===== src/rtl/counter_pkg.sv =====
// counter_pkg: mode encodings shared by the lab counter/timebase blocks.
package counter_pkg;

   typedef enum logic [1:0] {
      MODE_UP     = 2'b00,
      MODE_DOWN   = 2'b01,
      MODE_BOUNCE = 2'b10,
      MODE_HOLD   = 2'b11
   } mode_e;

endpackage


===== src/rtl/updown_mode_counter.sv =====
// updown_mode_counter: parametrised up/down/bounce/hold counter with load, enable,
// wrap-or-saturate and a registered terminal-count pulse.
module updown_mode_counter
   import counter_pkg::*;
#(
   parameter int WIDTH    = 4,
   parameter int MAX      = 2**WIDTH-1,
   parameter bit SATURATE = 1'b0
) (
   input  logic             clk,
   input  logic             rst,
   input  logic             en,
   input  logic [1:0]       mode,
   input  logic             load,
   input  logic [WIDTH-1:0] load_val,
   output logic [WIDTH-1:0] out,
   output logic             dir,
   output logic             tc
);

   localparam logic [WIDTH-1:0] MAX_V = WIDTH'(MAX);
   localparam logic [WIDTH-1:0] ONE   = WIDTH'(1);
   localparam logic [WIDTH-1:0] ZERO  = '0;

   logic [WIDTH-1:0] out_q, out_d, load_clamped;
   logic             dir_q, dir_d, tc_q, tc_d;
   logic             at_top, at_bot, step;

   assign at_top       = out_q == MAX_V;
   assign at_bot       = out_q == ZERO;
   assign load_clamped = load_val > MAX_V ? MAX_V : load_val;
   assign step         = en && mode != MODE_HOLD;

   always_comb begin
      out_d = out_q;
      dir_d = dir_q;
      tc_d  = 1'b0;
      if (load) begin
         out_d = load_clamped;
         dir_d = load_clamped == ZERO ? 1'b1 : load_clamped == MAX_V ? 1'b0 : dir_q;
      end else if (step && mode == MODE_UP) begin
         dir_d = 1'b1;
         tc_d  = at_top;
         out_d = !at_top ? out_q + ONE : SATURATE ? MAX_V : ZERO;
      end else if (step && mode == MODE_DOWN) begin
         dir_d = 1'b0;
         tc_d  = at_bot;
         out_d = !at_bot ? out_q - ONE : SATURATE ? ZERO : MAX_V;
      end else if (step && mode == MODE_BOUNCE) begin
         // Reflect at an endpoint: flip direction and step away from it in one edge.
         tc_d  = dir_q ? at_top : at_bot;
         dir_d = tc_d ? !dir_q : dir_q;
         out_d = dir_d ? out_q + ONE : out_q - ONE;
      end
   end

   always_ff @(posedge clk or negedge rst) begin
      if (!rst) begin
         out_q <= ZERO;
         dir_q <= 1'b1;
         tc_q  <= 1'b0;
      end else begin
         out_q <= out_d;
         dir_q <= dir_d;
         tc_q  <= tc_d;
      end
   end

   assign out = out_q;
   assign dir = dir_q;
   assign tc  = tc_q;

endmodule


===== config.mk =====
export PLATFORM = sky130hd
export DESIGN_NAME = updown_mode_counter
export DESIGN_NICKNAME = d
export VERILOG_FILES = /design/src/rtl/counter_pkg.sv /design/src/rtl/updown_mode_counter.sv
export SDC_FILE = /design/constraint.sdc
export NUM_CORES = 1
export LEC_CHECK = 0
export CAP_MARGIN = 15
export CORE_MARGIN = 2
export CORE_UTILIZATION = 50
export DETAILED_ROUTE_END_ITERATION = 12
export GPL_ROUTABILITY_DRIVEN = 0
export PLACE_DENSITY = 0.85
export SLEW_MARGIN = 20
export SYNTH_ARGS = -nofsm -noshare
export SYNTH_HDL_FRONTEND = slang
export SYNTH_SLANG_ARGS = --single-unit

===== constraint.sdc =====
create_clock -name clk -period 3.3 [get_ports clk]
set_input_delay 0.66 -clock clk [delete_from_list [all_inputs] [get_ports clk]]
set_output_delay 0.66 -clock clk [all_outputs]
set_load 0.02 [all_outputs]

==> impl_metrics.ini <==
[floorplanning]
dieArea_um2 = 1670
fp.dieW_um = 40.8
start_util_pct = 52.8
row_count = 13
ios = 16
coreArea_um2 = 1280
die_y_um = 40.8

[sta]
tightest_slew_ps = 420
layout_min_cycle_time_ps = 2170
slew_headroom_pct = 71.9
finalHoldViolations = 0
slew_violations = 0
finalSetupViolCount = 0
setup_tns_ps = 0
max_freq_mhz = 461
period_share_pct = 65.7
rsz0062_at_grt = no
finalClockSkew_ps = 12.5

[route]
drc = 0
drt_iter0_drc = 23
antenna_left = 0
routedWlPerCell_um = 13.3
dr.max_layer_used = met3
drt_pre_antenna_iters = 4
dr_total_vias = 669
wl_met2_um = 713
vias_per_cell = 5.97
routed_wl_um = 1490
wl_met1_um = 689
dr_wl_met3_um = 87

[yosys]
synth_area_leaders = dfrtp_1 (18%), a21oi_1 (5.9%), o21ai_0 (4.4%)
synth.net_count = 96
synth_edf_count = 0
yosysTopAreaCellShare_pct = 18.5
syn_area_per_cell_um2 = 8.07
syn_inst = 84
yosysSeqAreaShare_pct = 22.3
synth.distinct_cells = 41
synthFlopType = dfrtp_1
yosysWarnings = 0
yosysTopAreaCell = dfrtp_1
syn_area_um2 = 678
ys_ff_latch = 6
async_reset_ff_share_pct = 100

[global_route]
overflow = 0
antenna_found_initial = 0
grt_pass1_wl_um = 2320
track_usage_pct = 21.4
grt_pass1_vias = 533
grt_max_degree = 14

[final_layout]
multiInputGateArea_um2 = 464
final_core_utilization_pct = 64.8
insertedDiodeCount = 0
fillCellCount = 110
seqCellArea_um2 = 151
final_area_um2 = 833
drive_gt1_share_pct = 9.28
syn2layout_area_growth_pct = 22.9
finalNetCount = 110

[clock_tree]
hold_buffers = 0
post_cts_resized = 0
cts_made_buffers = 3
clk_path_buf_depth = 2
post-cts-setup-buffers = 0
path_clk_slew_ps = 50
cts_tree = built
cts_sinks = 6
htree_levels = 1
clock_latency_ps = 250
clockRootBuffer = clkbuf_4

[setup_path]
cpMaxStageDelayCell = clkdlybuf4s50_1
worst-path-buf-inv = 1
crit_required_ps = 2640
path_class = reg2out
critPathTopFamily = buffers and inverters
crit_chain = clkdlybuf4s50_1
cpPeakStageDelay_ps = 690
start_kind = flop
crit_path_end_kind = primary output
path_max_fanout = 12
worstPathArrival_ps = 1510

[outcome]
status = finished clean

[worst_hold_path]
hp-class = in2async

[pwr]
power_leakage_nw = 0.344
p_per_area_nw_per_um2 = 381
vdd_drop_max_uv = 411

[placement]
placed_area_um2 = 807
hpwl_um = 1150
io_buffers = 15

[run]
drv_cap = 0
[state kept, by name, summed over array words and instances, names as in the netlist]
| register | count |
|---|---|
| out | 4 |
| tc | 1 |
| dir | 1 |
[per-layer routing]
metal  vias up  global-route usage [%]
met5         -                       0
met4         0                    5.00
met3         0                    4.89
met2        25                    35.2
met1       304                    27.9
li1        340                       -
[final cells by class]
cell class / instances / area share [%]
Inverter: 6 / 2.70
Timing Repair Buffer: 15 / 18.0
Multi-Input combinational cell: 66 / 55.7
Sequential cell: 6 / 18.2
Tap cell: 15 / 2.25
Clock buffer: 4 / 3.15
[worst paths after layout]
path,startpoint,endpoint,slack (ps),depth (start not counted)
hold / removal,rst,tc,640,1
hold reg to reg,dir,dir,790,3
setup / recovery,out[2],out[2],1130,1
max in group asynchronous,rst,dir,2380,1
min in group clk,dir,dir,790,3
setup reg to reg,out[0],out[3],1460,7
[per-stage QoR]
| step | setup slack [ps] | hold WS [ps] | std cells | power [mW] |
|---|---|---|---|---|
| 2_1_floorplan | 1590 | 364 | 84 | 0.202 |
| 3_3_place_gp | 988 | 787 | 108 | 0.244 |
| 3_5_place_dp | 990 | 788 | 108 | 0.246 |
| 4_1_cts | 1100 | 641 | 112 | 0.320 |
| 5_1_grt | 1060 | 633 | 112 | 0.344 |
| 6_report | 1130 | 639 | 112 | 0.318 |
[power breakdown]
group | internal (mW) | leakage, nW | switching [mW]
clock | 0.0458 | 0.0150 | 0.0269
combinational | 0.0711 | 0.257 | 0.0678
sequential | 0.0835 | 0.0718 | 0.0226
[cell families after synthesis]
kind of cell / synth area share [%]
fa+ha+maj: 3.69
flops: 22.3
compound gates: 30.4
xor+xnor: 3.88
mux: 2.95
buf+inv: 9.22
simple gates: 27.5
[cells in the final DEF (no fill, tap or decap), types with 2 or more instances in the layout]
| cell type | n |
|---|---|
| dfrtp_1 | 5 |
| o21ai_0 | 6 |
| nor2_1 | 3 |
| clkbuf_4 | 3 |
| nor3b_1 | 4 |
| o32ai_1 | 2 |
| mux2i_1 | 2 |
| xnor2_1 | 2 |
| ha_1 | 2 |
| a21oi_1 | 8 |
| nand2_1 | 7 |
| nand3_1 | 3 |
| clkdlybuf4s50_1 | 15 |
| a211oi_1 | 2 |
| inv_1 | 6 |
| and3_1 | 2 |
| nand4_1 | 2 |
[cell usage after synthesis (all sizes together) (3+ instances only)]
| master | count |
|---|---|
| a21oi | 8 |
| buf | 5 |
| dfrtp | 5 |
| inv | 6 |
| nand2 | 7 |
| nand3 | 4 |
| nor2 | 3 |
| nor3b | 5 |
| o21ai | 6 |
Power figures use the tool's default switching activity.
==> RTL change (same flow settings) <==
`SATURATE`: 1'b0 -> 1'b1.
--- a/src/rtl/updown_mode_counter.sv
+++ b/src/rtl/updown_mode_counter.sv
@@ -5,7 +5,7 @@
 #(
    parameter int WIDTH    = 4,
    parameter int MAX      = 2**WIDTH-1,
-   parameter bit SATURATE = 1'b0
+   parameter bit SATURATE = 1'b1
 ) (
    input  logic             clk,
    input  logic             rst,
Behaviour: not the same (a bounded check fails within 4 cycles, from zero or initial values and one cycle with rst low).
==> RTL change against the original RTL <==
- routed wire length rose by 9.6%
- highest routed layer is now met4
- total power rose by 11%
- synthesized area fell by 11%
- sequential cell count did not move
- worst setup slack improved by 0.050 ns
- combinational power rose by 22%
- via count rose by 1.9%
- largest power group unchanged
- cell area fell by 6.9%
==> RTL change: results (changes against the original RTL) <==
** Route
- Via count :: 682 (+1.9%)
- The wire length reported by the detailed router was 1630 µm (+9.6%).
- The detailed router's first-iteration violation count was 46 (+100%).

** Logic synthesis
- Share of synthesized cell area in full adder, half adder and majority cells :: 0.0413 (+0.00442)
- Post-synthesis sequential area ratio :: 0.250 (+0.0268)
- Post-synthesis instance area :: 606 µm² (-11%)
- Syn_nets :: 88 (-8.3%)
- Synthesized-area fraction occupied by ao, oa, aoi and oai cells :: 0.339 (+0.0344)
- After synthesis, the cell types taking the most area are dfrtp_1 21%, nand2_1 5.6%, dfstp_2 4.3%, a21oi_1 4.1%, a31oi_1 4.1%.
- Synthesized-area fraction occupied by xor and xnor cells :: 0.0434 (+0.00464)
- Post-synth cell types :: 40 (-2.4%)
- Portion of netlist area occupied by mux cells :: 0.0186 (-0.0109)

** Place
- Area of placed instances :: 749 µm² (-7.1%)
- Pre-CTS setup slack :: 0.976 ns (-0.0143 ns)
- The detailed placement HPWL was 1260 µm (+10%).
- The total instance count after detailed placement is 102 (-5.6%).

** Cells and area
- The count of plain and timing-repair buffers in the layout is 15 (unchanged).
- Area growth from synthesis to final layout :: 28.1%
- Comb_multi_in :: 62 (-6.1%)
- Largest register FFs :: 4 (unchanged)
- Area taken by multi-input logic gates :: 412 µm² (-11%)
- The number of standard cells in the final layout excluding fillers came to 106 (-5.4%).
- Share of final layout cell area taken by non-clock buffers :: 0.194 (+0.0134)
- Proportion of cell area occupied by registers :: 0.195 (+0.0135)
- The fraction of final layout cells with drive strength greater than 1 came to 0.120 (+0.0268).
- The total of fill cells in the finished design was 106 (-3.6%).
- The non-clock inverter total of the final layout came to 5 (-1).
- Final clock-cell share :: 0.0339 (+0.00234)

** GRT
- Number of global-route vias before repair :: 536 (+0.56%)
- Global-route wire length before repair :: 2400 µm (+3.6%)
- The total global-route track usage came to 0.240 (+0.0265).
- Maximum number of pins on one net before global-route repair :: 12 (-2)

** Pwr
- Maximum vdd drop :: 0.000313 V (-24%)
- Leak Pwr :: 0.305 nW (-11%)
- The cell-internal power was 0.000215 W (+7.4%).
- Combinational logic power :: 0.000170 W (+22%)

** Critical path
- The slowest stage of the critical path is the clkdlybuf4s50_1 cell.
- Reg-to-reg critical path endpoint :: out[1]$_DFFE_PN0P_
- The delay of the slowest cell on the worst path came to 0.67 ns (-0.02 ns).
- R2R Setup Slk :: 1.42 ns (-0.04 ns)
- Critical path data arrival time :: 1.46 ns (-0.05 ns)
- Max Fanout on Critical Path :: 9 (-3)

** CTS
- CTS root buffer :: clkbuf_4
- The number of buffers inserted for hold repair after clock tree synthesis came to 0 (unchanged).

** Timing
- Clock skew after layout :: 0.0172 ns (+0.00468 ns)
- Transition time of the tightest slew-check pin :: 0.359 ns (-0.0610 ns)
- The final critical path time including I/O delays and setup came to 2.12 ns (-0.0497 ns).

** Outcome
- Status :: completed
-- RTL change: layer usage --
layer | vias up | global-route usage | routed length, µm | share of wire
met5 | - | 0 | 0 | 0
met3 | 6 | 0.0867 | 128 | 0.078
met2 | 37 | 0.396 | 790 | 0.48
met1 | 321 | 0.317 | 682 | 0.42
li1 | 318 | - | - | -
met4 | 0 | 0 | 32 | 0.020
-- RTL change: worst min path at each step --
stage	start	endpoint	slack [ns]	depth (start not counted)
floorplan	rst	out[0]$_DFFE_PN0P_	0.36	0
global placement	out[3]$_DFFE_PN0P_	out[3]$_DFFE_PN0P_	0.68	2
detailed placement	out[3]$_DFFE_PN0P_	out[3]$_DFFE_PN0P_	0.67	2
CTS	rst	out[2]$_DFFE_PN0P_	0.64	1
global route	rst	out[2]$_DFFE_PN0P_	0.64	1
finish	rst	out[3]$_DFFE_PN0P_	0.65	1
